File: src/rtl/int_controller_if.sv
// Bus bundle between the interrupt controller, the CPU interrupt pins,
// the peripheral request lines and the memory-mapped register port.
interface int_controller_if;
    logic [7:0]  irq;
    logic        intack;
    logic        INT;
    logic [15:0] vector;
    logic        cs;
    logic        we;
    logic        a0;
    logic [15:0] din;
    logic [15:0] dout;

    modport master (
        output irq, intack, cs, we, a0, din,
        input  INT, vector, dout
    );

    modport slave (
        input  irq, intack, cs, we, a0, din,
        output INT, vector, dout
    );
endinterface

File: src/rtl/int_controller.sv
// Eight-input edge-triggered interrupt controller with mask, nested
// in-service tracking, non-specific EOI and a stable acknowledge vector.
module int_controller #(
    parameter logic [15:0] VECTOR_BASE = 16'h0000
) (
    input  logic            clk,
    input  logic            reset,
    int_controller_if.slave bus
);

    logic [7:0]  irq_q_r;
    logic [7:0]  irr_r;
    logic [7:0]  imr_r;
    logic [7:0]  isr_r;
    logic        ack_q_r;
    logic [15:0] vec_hold_r;

    logic [7:0]  rise_s;
    logic [7:0]  eligible_s;
    logic        isr_seen_s;
    logic [2:0]  sel_s;
    logic        spurious_s;
    logic        ack_start_s;
    logic [7:0]  ack_mask_s;
    logic        mask_wr_s;
    logic        eoi_s;
    logic [7:0]  eoi_mask_s;
    logic [15:0] sel_vector_s;

    // Eligibility: a set in-service bit blocks its own level and every lower priority
    always_comb begin
        eligible_s = 8'h00;
        isr_seen_s = 1'b0;
        for (int i = 0; i < 8; i++) begin
            isr_seen_s    = isr_seen_s | isr_r[i];
            eligible_s[i] = irr_r[i] & ~imr_r[i] & ~isr_seen_s;
        end
    end

    // Priority select: lowest eligible index wins, 7 when nothing is eligible
    always_comb begin
        sel_s = 3'd7;
        for (int i = 7; i >= 0; i--) begin
            sel_s = eligible_s[i] ? 3'(i) : sel_s;
        end
    end

    assign rise_s       = bus.irq & ~irq_q_r;
    assign spurious_s   = ~(|eligible_s);
    assign ack_start_s  = bus.intack & ~ack_q_r;
    assign ack_mask_s   = (ack_start_s && !spurious_s) ? (8'd1 << sel_s) : 8'd0;
    assign mask_wr_s    = bus.cs & bus.we & ~bus.a0;
    assign eoi_s        = bus.cs & bus.we & bus.a0;
    // Two's-complement trick isolates the lowest set in-service bit
    assign eoi_mask_s   = eoi_s ? (isr_r & (~isr_r + 8'd1)) : 8'd0;
    assign sel_vector_s = VECTOR_BASE + {13'd0, sel_s};

    // Controller state: edge history, pending, mask, in-service, acknowledge tracking
    always_ff @(posedge clk or posedge reset) begin
        if (reset) begin
            irq_q_r    <= 8'h00;
            irr_r      <= 8'h00;
            imr_r      <= 8'h00;
            isr_r      <= 8'h00;
            ack_q_r    <= 1'b0;
            vec_hold_r <= 16'h0000;
        end else begin
            irq_q_r <= bus.irq;
            // A new rise on the bit being acknowledged keeps it pending
            irr_r   <= (irr_r & ~ack_mask_s) | rise_s;
            imr_r   <= mask_wr_s ? bus.din[7:0] : imr_r;
            isr_r   <= (isr_r & ~eoi_mask_s) | ack_mask_s;
            ack_q_r <= bus.intack;
            if (ack_start_s) begin
                vec_hold_r <= sel_vector_s;
            end else begin
                vec_hold_r <= vec_hold_r;
            end
        end
    end

    // Read mux: mask word or {in-service, pending} status word
    always_comb begin
        if (!bus.cs) begin
            bus.dout = 16'h0000;
        end else if (bus.a0) begin
            bus.dout = {isr_r, irr_r};
        end else begin
            bus.dout = {8'h00, imr_r};
        end
    end

    assign bus.INT    = |eligible_s;
    assign bus.vector = ack_q_r ? vec_hold_r : sel_vector_s;

endmodule

File: src/flat_wrapper.sv
// flat-port wrapper written by rule: the top's interface ports become plain ports
module int_controller_flat 
#(
    parameter logic [15:0] VECTOR_BASE = 16'h0000
)
  (clk, reset, bus_irq, bus_intack, bus_cs, bus_we, bus_a0, bus_din, bus_INT, bus_vector, bus_dout);
  int_controller_if bus_i ();
  input  logic clk;
  input  logic reset;
  input wire logic [$bits(bus_i.irq)-1:0] bus_irq;
  input wire logic [$bits(bus_i.intack)-1:0] bus_intack;
  input wire logic [$bits(bus_i.cs)-1:0] bus_cs;
  input wire logic [$bits(bus_i.we)-1:0] bus_we;
  input wire logic [$bits(bus_i.a0)-1:0] bus_a0;
  input wire logic [$bits(bus_i.din)-1:0] bus_din;
  output wire logic [$bits(bus_i.INT)-1:0] bus_INT;
  output wire logic [$bits(bus_i.vector)-1:0] bus_vector;
  output wire logic [$bits(bus_i.dout)-1:0] bus_dout;
  assign bus_i.irq = bus_irq;
  assign bus_i.intack = bus_intack;
  assign bus_i.cs = bus_cs;
  assign bus_i.we = bus_we;
  assign bus_i.a0 = bus_a0;
  assign bus_i.din = bus_din;
  assign bus_INT = bus_i.INT;
  assign bus_vector = bus_i.vector;
  assign bus_dout = bus_i.dout;
  int_controller #(.VECTOR_BASE(VECTOR_BASE)) u_core (.clk(clk), .reset(reset), .bus(bus_i));
endmodule
File: config.mk
export PLATFORM = sky130hd
export DESIGN_NAME = int_controller_flat
export DESIGN_NICKNAME = d
export VERILOG_FILES = /design/src/rtl/int_controller_if.sv /design/src/rtl/int_controller.sv /design/src/flat_wrapper.sv
export SDC_FILE = /design/constraint.sdc
export NUM_CORES = 1
export LEC_CHECK = 0
export BUFFER_PORTS_ARGS = -buffer_cell sky130_fd_sc_hd__buf_2
export CELL_PAD_IN_SITES_DETAIL_PLACEMENT = 0
export CELL_PAD_IN_SITES_GLOBAL_PLACEMENT = 1
export CORE_MARGIN = 2
export CORE_UTILIZATION = 37
export CTS_CLUSTER_DIAMETER = 200
export DETAILED_ROUTE_END_ITERATION = 7
export GPL_ROUTABILITY_DRIVEN = 0
export PLACE_DENSITY = 0.79
export SETUP_SLACK_MARGIN = 0.4
export SYNTH_ARGS = -nofsm -noshare
export SYNTH_HDL_FRONTEND = slang
export SYNTH_SLANG_ARGS = --single-unit
File: constraint.sdc
create_clock -name clk -period 2.7 [get_ports clk]
set_clock_uncertainty 0.2 [all_clocks]
set_input_delay 0.27 -clock clk [delete_from_list [all_inputs] [get_ports clk]]
set_output_delay 0.27 -clock clk [all_outputs]
set_load 0.01 [all_outputs]
==> key figures, run 1 <==
CTS
  – Clock Sinks: 36
  – H-tree levels: 2
  – CTS Root Cell: clkbuf_8
  – Maximum clock path buffer count: 2
  – TritonCTS clock tree: yes
  – Clk_lat worst skew: 0.28 ns
  – TritonCTS Buffers: 5
  – Clock transition at the registers of the reported paths: 0.07 ns

Finish
  – Design Area, Final: 2480 um2
  – Layout overhead on the synthesized area: 30.4%
  – ANT cells: 0
  – Layout cells sized above 1: 36.1%
  – Filler cell count: 493
  – Layout Nets: 281

Floorplan
  – Total die area: 5720 um2
  – Rows: 26
  – Boundary pin count: 63
  – Die Wd: 75.6 um
  – Initial Util: 37.7%
  – Die H: 75.6 um
  – Total core area: 5040 um2

Timing
  – Final Hold Slack: 0.0160 ns
  – Worst-Margin Slew: 0.530 ns
  – Max Slew Vio Count: 0
  – Max Fclk: 381 MHz
  – Max-Slew Margin vs Limit: 64.5%
  – RSZ-0062 raised after global routing: true
  – Crit share post-route: 97.2%
  – Final hold vios: 0
  – # setup viols final: 0
  – Setup slack after layout: 0.0750 ns
  – Final Critical Period: 2.62 ns

Global routing
  – Vias in the first global route: 1344
  – First-pass GRT wire length: 6350 um
  – Largest net degree at the start of global routing: 37
  – Initial antenna violation count: 0
  – GRT Total Usage: 15.0%
  – Overflow after GRT: 0

Drt
  – Antenna Nets Post-Route: 0
  – DR WL/cell: 13.0 um
  – Total Wirelength: 4190 um
  – Routed vias/inst: 4.74
  – Drt first-iter violations: 82
  – DRC: 0
  – Vias: 1526
  – DRT Pass-1 Iters: 4

Yosys
  – Top-area cell type share of the netlist area: 47.4%
  – Synth warn: 0
  – Ys async rst share: 100%
  – Post-synth cell types: 42
  – Synth Instances: 187
  – Register area share after synthesis: 47.4%
  – Post-Syn Area: 1900 um2
  – Synth Register Bits: 36
  – Most used DFF post-synth: dfrtp_1
  – Number of synthesized flops with an enable pin: 0
  – Yosys top cell by area: dfrtp_1
  – Top post-synthesis cells by area: dfrtp_1 (47%), buf_4 (5.1%), mux2_2 (4.7%)
  – Syn avg cell area: 10.2 um2

Power
  – P_sw: 0.774 mW
  – Sequential power share: 37.0%
  – Power Density: 845 nW/um2
  – Pleak: 1.23 nW
  – Worst VDD drop: 0.000373 V
  – Overall Power: 2.09 mW
  – Comb pwr share: 44.2%
  – Sw Share: 37.0%
  – Internal: 1.32 mW
  – Clock group share of total power: 18.8%

Critical path
  – RR Endpoint: u_core.irr_r[4]$_DFF_PP0_
  – Worst path most repeated cell: o31ai_4
  – Crit end category: output pin
  – Startpoint types: register
  – CP Data Required Time: 2.23 ns
  – Worst R2R Start: u_core.isr_r[2]$_DFF_PP0_
  – CP max stage cell: or4b_4
  – R2R cell count: 7
  – Worst Setup Path Type: register to output pin
  – Critical path arrival: 2.15 ns
  – Critical Path, Cell by Cell: or4b_4 -> nor3_4 -> buf_6 -> o31ai_4 -> and2_4 -> o31ai_4 -> buf_2
  – Worst path max stage delay: 0.54 ns
  – Crit path max fanout: 4
  – R2R Setup Slk: 0.37 ns

Worst hold path
  – Worst Hold Path EP: u_core.imr_r[4]$_DFFE_PP0P_
  – Worst hold path depth: 2
  – Worst Hold Class: input pin to register
  – Worst Hold Launch: bus_din[4]

Placed design
  – I/O Buffers: 41
  – Post-DP HPWL: 2970 um
  – Placed cell areas: 2150 um2
  – Pre-CTS setup slack: 0.237 ns

Run status
  – Status: finished, final reports clean

Job
  – Maxcap violations: 0
metal layers:
layer,track usage [%],routed length [um],vias up
met4,4.68,51,0
met2,21.5,1870,40
li1,-,-,757
met5,0,0,-
met3,3.57,151,4
met1,22.3,2110,725
timing repair:
| action | CTS | global route |
|---|---|---|
| pin swaps | 5 | 10 |
| endpoints found under the setup margin | 5 | 10 |
| gates resized for setup | 6 | 10 |
| hold buffers | 10 | 0 |
| setup buffers | 5 | 4 |
| hold endpoints to repair | 45 | 0 |
| cloned | 0 | 0 |
Yosys cell counts, types with 2 or more instances:
master / number
nor3b_1: 4
inv_1: 12
a22o_1: 2
o31ai_1: 4
or2_2: 3
nor2b_1: 10
or3_4: 2
o21ai_0: 10
nor3_1: 3
nor2_1: 5
and3_1: 8
nand4_1: 2
buf_4: 13
nand3_1: 3
a221o_1: 2
nand2_1: 17
clkbuf_1: 6
o22ai_1: 2
a21boi_1: 2
mux2i_1: 8
nand2b_1: 2
mux2_2: 8
o21ai_1: 4
dfrtp_1: 36
a211oi_1: 2
through the flow:
stage                     util [%]  instances  setup TNS [ns]
after global routing          49.1        322        -0.00187
after floorplan                  -        199               0
after global placement        42.6        295               0
final                         49.1        322               0
after detailed placement      42.6        295               0
after CTS                     47.7        318               0
worst max-delay path, delay by kind of cell (launching register included):
kind	cells	cell delay [ns]
AOI/OAI and AO/OA	2	0.24
DFF	1	0.43
and+or+nand+nor	3	0.90
buffers and inverters	2	0.30
placed cells by master, fill, tap and decap left out, types with 2 or more instances in the layout:
master	Yosys	final
a221o_1	2	2
o21ai_0	10	10
dfrtp_2	0	2
or4b_4	0	2
and3_1	8	8
o31ai_1	4	3
nor3b_1	4	2
a22o_1	2	2
buf_6	1	2
a211oi_4	0	2
nor3_1	3	3
o31ai_4	1	2
dlygate4sd3_1	0	10
conb_1	1	13
mux2_2	8	8
or3_4	2	2
dfrtp_1	36	34
inv_1	12	12
nand3_1	3	3
o21ai_1	4	4
nor3b_2	0	2
clkbuf_8	0	6
a21boi_1	2	2
nand2_1	17	16
mux2i_1	8	8
clkinv_2	0	2
or2_2	3	3
buf_4	13	12
buf_2	0	41
nand4_1	2	2
nor2_1	5	5
nor2b_1	10	10
o22ai_1	2	2
nand2b_1	2	2
registers in the layout (all words and copies together), names as in the netlist:
name and count:
u_core.irq_q_r 8, u_core.irr_r 8, u_core.isr_r 8, u_core.ack_q_r 1, u_core.vec_hold_r 3, u_core.imr_r 8
cells by family (layout without fill, tap and decap cells):
| group | count (synthesis) | after routing | synth area share, % |
|---|---|---|---|
| buffers and inverters | 32 | 85 | 9.29 |
| AO/OA/AOI/OAI | 34 | 34 | 12.6 |
| multiplexers | 16 | 16 | 8.96 |
| other | 1 | 13 | 0.197 |
| AND/OR/NAND/NOR | 68 | 68 | 21.5 |
| flip-flops | 36 | 36 | 47.4 |
cell type report:
class / instances / area, um2 / area share [%]
clock buffers: 6 / 82.6 / 3.33
clock inverters: 2 / 10.0 / 0.404
flip-flops and latches: 36 / 903 / 36.5
repair buffers: 65 / 418 / 16.9
well taps: 70 / 87.6 / 3.54
inverters: 12 / 45.0 / 1.82
multi-input cells: 131 / 931 / 37.6
worst max-delay path by stage:
stage                              start            end  slack [ns]  cells past startpoint
5_1_grt        u_core.isr_r[1]$_DFF_PP0_  bus_vector[1]      -0.002                      6
3_3_place_gp   u_core.isr_r[1]$_DFF_PP0_  bus_vector[0]        0.25                      6
4_1_cts        u_core.isr_r[0]$_DFF_PP0_  bus_vector[1]        0.02                      6
2_1_floorplan  u_core.isr_r[1]$_DFF_PP0_  bus_vector[1]        0.42                      5
3_5_place_dp   u_core.isr_r[1]$_DFF_PP0_  bus_vector[0]        0.24                      6
6_report       u_core.isr_r[1]$_DFF_PP0_  bus_vector[0]        0.08                      7
power by group through the flow:
stage	sequential, mW	combinational (mW)	clock (mW)
after floorplan	0.750	0.542	0
after global placement	0.783	0.699	0
after detailed placement	0.790	0.706	0
after CTS	0.775	0.828	0.400
after global routing	0.794	1.02	0.427
final	0.775	0.924	0.394
Power figures use the tool's default switching activity.
==> run 2: changes to the inputs <==
ABC_AREA = 1   (was not set)
CORE_ASPECT_RATIO = 0.6   (was not set)
CORE_UTILIZATION = 35   (was 37)
PLACE_DENSITY = 0.8   (was 0.79)
==> run 2 against run 1 <==
Synthesized area down 4.9%. Global-route usage about the same. Critical path depth up 1. Non-clock buffer count down 7. Combinational power down 6.2%.
==> key figures, run 2 <==
Run status
  – Status: finished, final reports clean

Yosys
  – Syn avg cell area: 7.96 um2 (-22%)
  – Post-synth cell types: 22 (-48%)
  – Post-Syn Area: 1810 um2 (-4.9%)
  – Yosys top cell by area: dfrtp_1
  – Most common library cells after synthesis: nand2_1 (55), dfrtp_1 (36), inv_1 (32), nor2_1 (23), o21ai_0 (22)
  – Register area share after synthesis: 49.9% (+2.4 points)
  – Top-area cell type share of the netlist area: 49.9% (+2.4 points)
  – Count leader, synth: nand2_1
  – Ys async rst share: 100% (unchanged)
  – Number of synthesized flops with an enable pin: 0 (unchanged)
  – Synth warn: 0 (unchanged)
  – Most used DFF post-synth: dfrtp_1
  – Synth Instances: 227 (+21%)
  – Top post-synthesis cells by area: dfrtp_1 (50%), nand2_1 (11%), inv_1 (6.6%)
  – Synth Register Bits: 36 (unchanged)

Finish
  – Commonest non-fill, non-tap cell in the layout: nand2_1
  – Most frequent cells in the layout: nand2_1 (54), buf_2 (41), dfrtp_1 (35), inv_1 (32), nor2_1 (22)
  – Layout overhead on the synthesized area: 26.5%
  – Layout cells sized above 1: 26.6% (-9.5 points)
  – ANT cells: 0 (unchanged)
  – Filler cell count: 532 (+7.9%)
  – Post-layout util: 45.7% (-3.5 points)
  – Layout Nets: 319 (+14%)

Global routing
  – Busiest metal layer after global routing: met1
  – Routing usage on met2: 20.3% (-1.2 points)
  – Vias in the first global route: 1405 (+4.5%)
  – Initial antenna violation count: 0 (unchanged)
  – Overflow after GRT: 0 (unchanged)
  – Met3 usage: 4.68% (+1.1 points)
  – First-pass GRT wire length: 6680 um (+5.1%)
  – Largest net degree at the start of global routing: 37 (unchanged)
  – Routing usage on met1: 23.1% (+0.82 points)
  – GRT Total Usage: 15.0% (-0.022 points)

Critical path
  – Startpoint types: register
  – Critical path depth: 8 (+1)
  – CP max stage cell: dfrtp_2
  – Worst R2R Start: u_core.isr_r[0]$_DFF_PP0_
  – R2R Setup Slk: 0.77 ns (+0.40 ns)
  – Crit path to: bus_vector[1]
  – Crit-path leading delay family: simple AND/OR/NAND/NOR gates
  – Crit end category: output pin
  – RR Endpoint: u_core.irr_r[4]$_DFF_PP0_
  – Crit. Startpoint: u_core.isr_r[0]$_DFF_PP0_
  – Crit path max fanout: 5 (+1)
  – R2R cell count: 13 (+6)
  – Critical path arrival: 1.74 ns (-0.41 ns)
  – Buf/Inv on CP: 2 (unchanged)
  – Worst Setup Path Type: register to output pin
  – CP Data Required Time: 2.23 ns (about the same)
  – Worst path max stage delay: 0.45 ns (-0.09 ns)
  – Worst path most repeated cell: nor2_4
  – Critical Path, Cell by Cell: nor2_4 -> nand4_1 -> nand2_2 -> nor2_2 -> nor2_4 -> inv_2 -> o21ai_1 -> buf_2

Power
  – Worst VDD drop: 0.000388 V (+3.9%)
  – Power Density: 875 nW/um2 (+3.6%)
  – Overall Power: 2.00 mW (-4.4%)
  – Sw Share: 40.2% (+3.2 points)
  – P_sw: 0.804 mW (+3.9%)
  – Internal: 1.20 mW (-9.3%)
  – Pleak: 1.25 nW (+1.7%)
  – Clock group share of total power: 17.9% (-0.9 points)
  – Comb pwr share: 43.3% (-0.9 points)
  – Sequential power share: 38.8% (+1.8 points)

CTS
  – Clock Sinks: 36 (unchanged)
  – TritonCTS Buffers: 5 (unchanged)
  – CTS Root Cell: clkbuf_8
  – H-tree levels: 2 (unchanged)
  – TritonCTS clock tree: yes
  – Maximum clock path buffer count: 2 (unchanged)
  – Clock transition at the registers of the reported paths: 0.07 ns (about the same)
  – Clk_lat worst skew: 0.28 ns (about the same)

Timing
  – Final setup TNS: 0 ns (unchanged)
  – Final hold vios: 0 (unchanged)
  – Max Fclk: 452 MHz (+19%)
  – Max Slew Vio Count: 0 (unchanged)
  – RSZ-0062 raised after global routing: true
  – Final Critical Period: 2.21 ns (-0.413 ns)
  – Final Hold Slack: 0.0246 ns (+0.00863 ns)
  – Crit share post-route: 81.9% (-15 points)
  – # setup viols final: 0 (unchanged)

Worst hold path
  – Worst Hold Class: input pin to register

Drt
  – Total Wirelength: 4110 um (-1.9%)
  – Antenna Nets Post-Route: 0 (unchanged)
  – Vias: 1533 (+0.46%)
  – DR WL/cell: 11.6 um (-11%)
  – Drt first-iter violations: 41 (-50%)
  – Routed vias/inst: 4.32 (-8.9%)
  – DRC: 0 (unchanged)
  – DRT Pass-1 Iters: 4 (unchanged)

Floorplan
  – Die Wd: 96.8 um (+28%)
  – Die H: 59.7 um (-21%)
  – Rows: 20 (-23%)
  – Total die area: 5770 um2 (+0.86%)
  – Boundary pin count: 63 (unchanged)
  – Total core area: 5000 um2 (-0.74%)
  – Initial Util: 36.1% (-1.6 points)

Placed design
  – I/O Buffers: 41 (unchanged)
  – Post-DP HPWL: 3110 um (+4.8%)

Job
  – Maxcap violations: 0 (unchanged)
==> run 2: cell count changes in the layout (fill, tap and decap cells not counted), moves of 7 or more <==
cell     previous run  this run
and3_1              8         0
nor2_1              5        22
a21oi_1             0         8
nor2b_1            10         0
inv_1              12        32
mux2_2              8         1
nand2_1            16        54
mux2i_1             8         0
o21ai_0            10        20
==> run 2: cell families after synthesis <==
| kind of cell | Yosys count | synth area share (%) |
|---|---|---|
| AO/OA/AOI/OAI | 33 | 9.35 |
| buffers and inverters | 50 | 13.1 |
| flip-flops | 36 | 49.9 |
| multiplexers | 1 | 0.623 |
| other | 1 | 0.208 |
| AND/OR/NAND/NOR | 106 | 26.9 |
==> run 2: worst min path at each step <==
| stage | from | to | slack [ns] | cells after the start |
|---|---|---|---|---|
| CTS | bus_din[4] | u_core.imr_r[4]$_DFFE_PP0P_ | 0.02 | 2 |
| global route | bus_din[6] | u_core.imr_r[6]$_DFFE_PP0P_ | 0.03 | 3 |
| finish | bus_din[4] | u_core.imr_r[4]$_DFFE_PP0P_ | 0.02 | 2 |
| floorplan | bus_intack | u_core.ack_q_r$_DFF_PP0_ | 0.10 | 0 |
| global placement | bus_irq[0] | u_core.irq_q_r[0]$_DFF_PP0_ | 0.19 | 1 |
| detailed placement | bus_irq[3] | u_core.irq_q_r[3]$_DFF_PP0_ | 0.19 | 1 |
==> run 2: power groups by stage <==
stage	sequential, mW	combinational (mW)	clock (mW)
floorplan	0.755	0.558	0
global placement	0.780	0.728	0
detailed placement	0.781	0.734	0
CTS	0.771	0.747	0.368
global route	0.797	0.964	0.398
finish	0.776	0.867	0.357
==> run 2: worst register-to-register path, stage by stage, from the launching register on <==
cell	delay, ns
dfrtp_2	0.45
nor2_4	0.18
nand2_2	0.10
nor2_4	0.13
nand2_1	0.06
nand2_1	0.05
nand2_1	0.04
nand2_1	0.07
nand2_2	0.09
nand2_4	0.10
buf_4	0.11
nand3_1	0.11
nand2_1	0.09
nand2_1	0.05
==> run 2: through the flow <==
step | cells | setup WS [ns] | instance area (um2)
3_5_place_dp | 332 | 0.731 | 2040
2_1_floorplan | 239 | 0.876 | 1850
3_3_place_gp | 332 | 0.759 | 2040
6_report | 355 | 0.488 | 2280
4_1_cts | 349 | 0.425 | 2220
5_1_grt | 355 | 0.368 | 2280
==> run 2: final cells by class <==
type,instances,area (um2),area share [%]
clock buffers,6,72.6,3.18
clock inverters,1,5.00,0.219
multi-input cells,153,733,32.1
inverters,35,131,5.75
flip-flops and latches,36,902,39.5
repair buffers,58,358,15.7
well taps,66,82.6,3.61
==> run 2: metal layers <==
| metal | up-vias | share of wire (%) |
|---|---|---|
| met5 | - | 0 |
| met4 | 0 | 0.29 |
| met3 | 3 | 4.9 |
| met2 | 36 | 39 |
| met1 | 696 | 56 |
| li1 | 798 | - |
==> run 2: repair_timing <==
| item | 4_1_cts | 5_1_grt |
|---|---|---|
| hold endpoints to repair | 45 | 0 |
| hold buffers | 10 | 0 |
| gates resized for setup | 0 | 8 |
| setup endpoints to repair | 0 | 2 |
| buffers inserted | 0 | 6 |
==> run 3: changes to the inputs <==
clock period = 2.2 ns   (was 2.7 ns; I/O delays follow)
==> run 3 against run 2 <==
Register-to-register slack worse by 0.48 ns. Flip-flop and latch count unchanged. Critical endpoint is now bus_vector[0]. Critical path type unchanged. Worst hold slack worse by 0.012 ns. Cell count up 3.9%.
==> key figures, run 3 (synthesis gave the netlist of run 2 again) <==
Drt
  – Routed vias/inst: 4.40 (+2.0%)
  – DRT Pass-1 Iters: 4 (unchanged)
  – Drt first-iter violations: 54 (+32%)
  – Antenna Nets Post-Route: 0 (unchanged)
  – DR WL/cell: 11.8 um (+2.0%)
  – Total Wirelength: 4360 um (+6.0%)
  – Vias: 1625 (+6.0%)
  – DRC: 0 (unchanged)

Global routing
  – Largest net degree at the start of global routing: 37 (unchanged)
  – First-pass GRT wire length: 7020 um (+5.2%)
  – GRT Total Usage: 15.8% (+0.84 points)
  – Overflow after GRT: 0 (unchanged)
  – Vias in the first global route: 1446 (+2.9%)
  – Initial antenna violation count: 0 (unchanged)

Timing
  – Crit share post-route: 95.0%
  – Final setup TNS: 0 ns (unchanged)
  – Final hold vios: 0 (unchanged)
  – # setup viols final: 0 (unchanged)
  – RSZ-0062 raised after global routing: true
  – Max Fclk: 479 MHz
  – Max Slew Vio Count: 0 (unchanged)
  – Final Critical Period: 2.09 ns

Critical path
  – Worst Setup Path Type: register to output pin
  – R2R Setup Slk: 0.29 ns (-0.48 ns)
  – Crit path max fanout: 5 (unchanged)
  – CP Data Required Time: 1.78 ns (-0.45 ns)
  – RR Endpoint: u_core.irr_r[1]$_DFF_PP0_
  – Startpoint types: register
  – Worst R2R Start: u_core.isr_r[1]$_DFF_PP0_
  – Crit end category: output pin
  – Critical path arrival: 1.67 ns (-0.07 ns)
  – R2R cell count: 10 (-3)

Worst hold path
  – Worst hold path depth: 3 (+1)
  – Worst Hold Path EP: u_core.imr_r[5]$_DFFE_PP0P_
  – Worst Hold Class: input pin to register
  – Worst Hold Launch: bus_din[5]

Power
  – Power Density: 1100 nW/um2 (+25%)
  – Worst VDD drop: 0.000453 V (+17%)
  – Pleak: 1.32 nW (+5.4%)
  – Overall Power: 2.68 mW (+34%)

CTS
  – TritonCTS clock tree: yes
  – H-tree levels: 2 (unchanged)
  – Maximum clock path buffer count: 2 (unchanged)
  – CTS Root Cell: clkbuf_8
  – Clock transition at the registers of the reported paths: 0.07 ns (about the same)
  – Clock Sinks: 36 (unchanged)
  – Clk_lat worst skew: 0.28 ns (about the same)
  – TritonCTS Buffers: 5 (unchanged)

Placed design
  – Placed Instances: 333 (+0.30%)
  – Post-DP HPWL: 3120 um (+0.36%)
  – I/O Buffers: 41 (unchanged)

Floorplan
  – Rows: 20 (unchanged)
  – Die H: 59.7 um (unchanged)
  – Boundary pin count: 63 (unchanged)
  – Die Wd: 96.8 um (unchanged)
  – Initial Util: 36.1% (unchanged)
  – Total core area: 5000 um2 (unchanged)
  – Total die area: 5770 um2 (unchanged)

Finish
  – Layout cells sized above 1: 32.3% (+5.7 points)
  – Commonest non-fill, non-tap cell in the layout: nand2_1
  – Layout overhead on the synthesized area: 35.3%
  – Post-layout util: 48.9% (+3.2 points)
  – Most frequent cells in the layout: nand2_1 (51), buf_2 (40), dfrtp_1 (34), inv_1 (31), nor2_1 (20)
  – ANT cells: 0 (unchanged)
  – Final Instance Count excl. Fillers: 369 (+3.9%)
  – Layout Nets: 333 (+4.4%)

Job
  – Maxcap violations: 0 (unchanged)

Run status
  – Status: finished, final reports clean
==> run 3: changes by cell type in the layout (fill, tap and decap cells not counted), moves of 2 or more <==
cell	delta
buf_6	+2
nand2_2	+4
nand2_1	-3
buf_4	+8
o21ai_0	-3
nor2_1	-2
o21ai_1	+2
nand3_1	-4
dlygate4sd3_1	+5
nand3_2	+4
nor2_2	+2
==> run 3: what timing repair did <==
item,in CTS,in global routing
hold endpoints to repair,57,0
hold buffers,15,0
endpoints found under the setup margin,11,21
setup buffers,7,7
resized for setup,12,12
pin swaps,11,15
==> run 3: metal layers <==
metal  vias up  routed length [um]  global-route usage (%)
met4         0                  10                    3.62
met3         2                 329                    5.03
met5         -                   0                       0
met2        42                1770                    21.2
li1        830                   -                       -
met1       751                2250                    24.4
==> run 3: final cells by class <==
cell class              instances  area [um2]
fillers                       517        2560
flip-flops and latches         36         903
multi-input cells             153         764
repair buffers                 72         485
inverters                      35         131
well taps                      66        82.6
clock buffers                   6        72.6
clock inverters                 1        5.00
==> run 3: worst max-delay path by stage <==
stage                                    from             to  slack, ns
floorplan           u_core.isr_r[0]$_DFF_PP0_  bus_vector[1]       0.43
global placement    u_core.isr_r[0]$_DFF_PP0_  bus_vector[1]       0.31
detailed placement  u_core.isr_r[0]$_DFF_PP0_  bus_vector[1]       0.28
CTS                 u_core.isr_r[0]$_DFF_PP0_  bus_vector[0]       0.07
global route        u_core.isr_r[1]$_DFF_PP0_  bus_vector[0]      -0.01
finish              u_core.isr_r[1]$_DFF_PP0_  bus_vector[0]       0.11
==> run 3: worst max-delay path, cell delays in order (launching register included) <==
cell and delay (ns):
dfrtp_1 0.42, nor2_4 0.18, nand2_2 0.10, nor2_4 0.12, nand2_1 0.06, nand2_1 0.06, nand2_1 0.05, nand2_1 0.07
nand2_2 0.06, nand2_2 0.08, o21ai_2 0.05, buf_2 0.13
==> run 3: through the flow <==
stage	area (um2)	worst slack, ns	hold slack [ns]
CTS	2360	0.0748	0.00227
detailed placement	2050	0.280	0.143
global placement	2050	0.315	0.142
global route	2440	-0.0121	0.0322
finish	2440	0.110	0.0123
floorplan	1850	0.426	0.0514
==> run 3: power breakdown <==
group	switching (mW)	internal, mW	leakage (nW)
Combinational	0.725	0.580	0.878
Sequential	0.125	0.826	0.400
Clock	0.214	0.215	0.0410
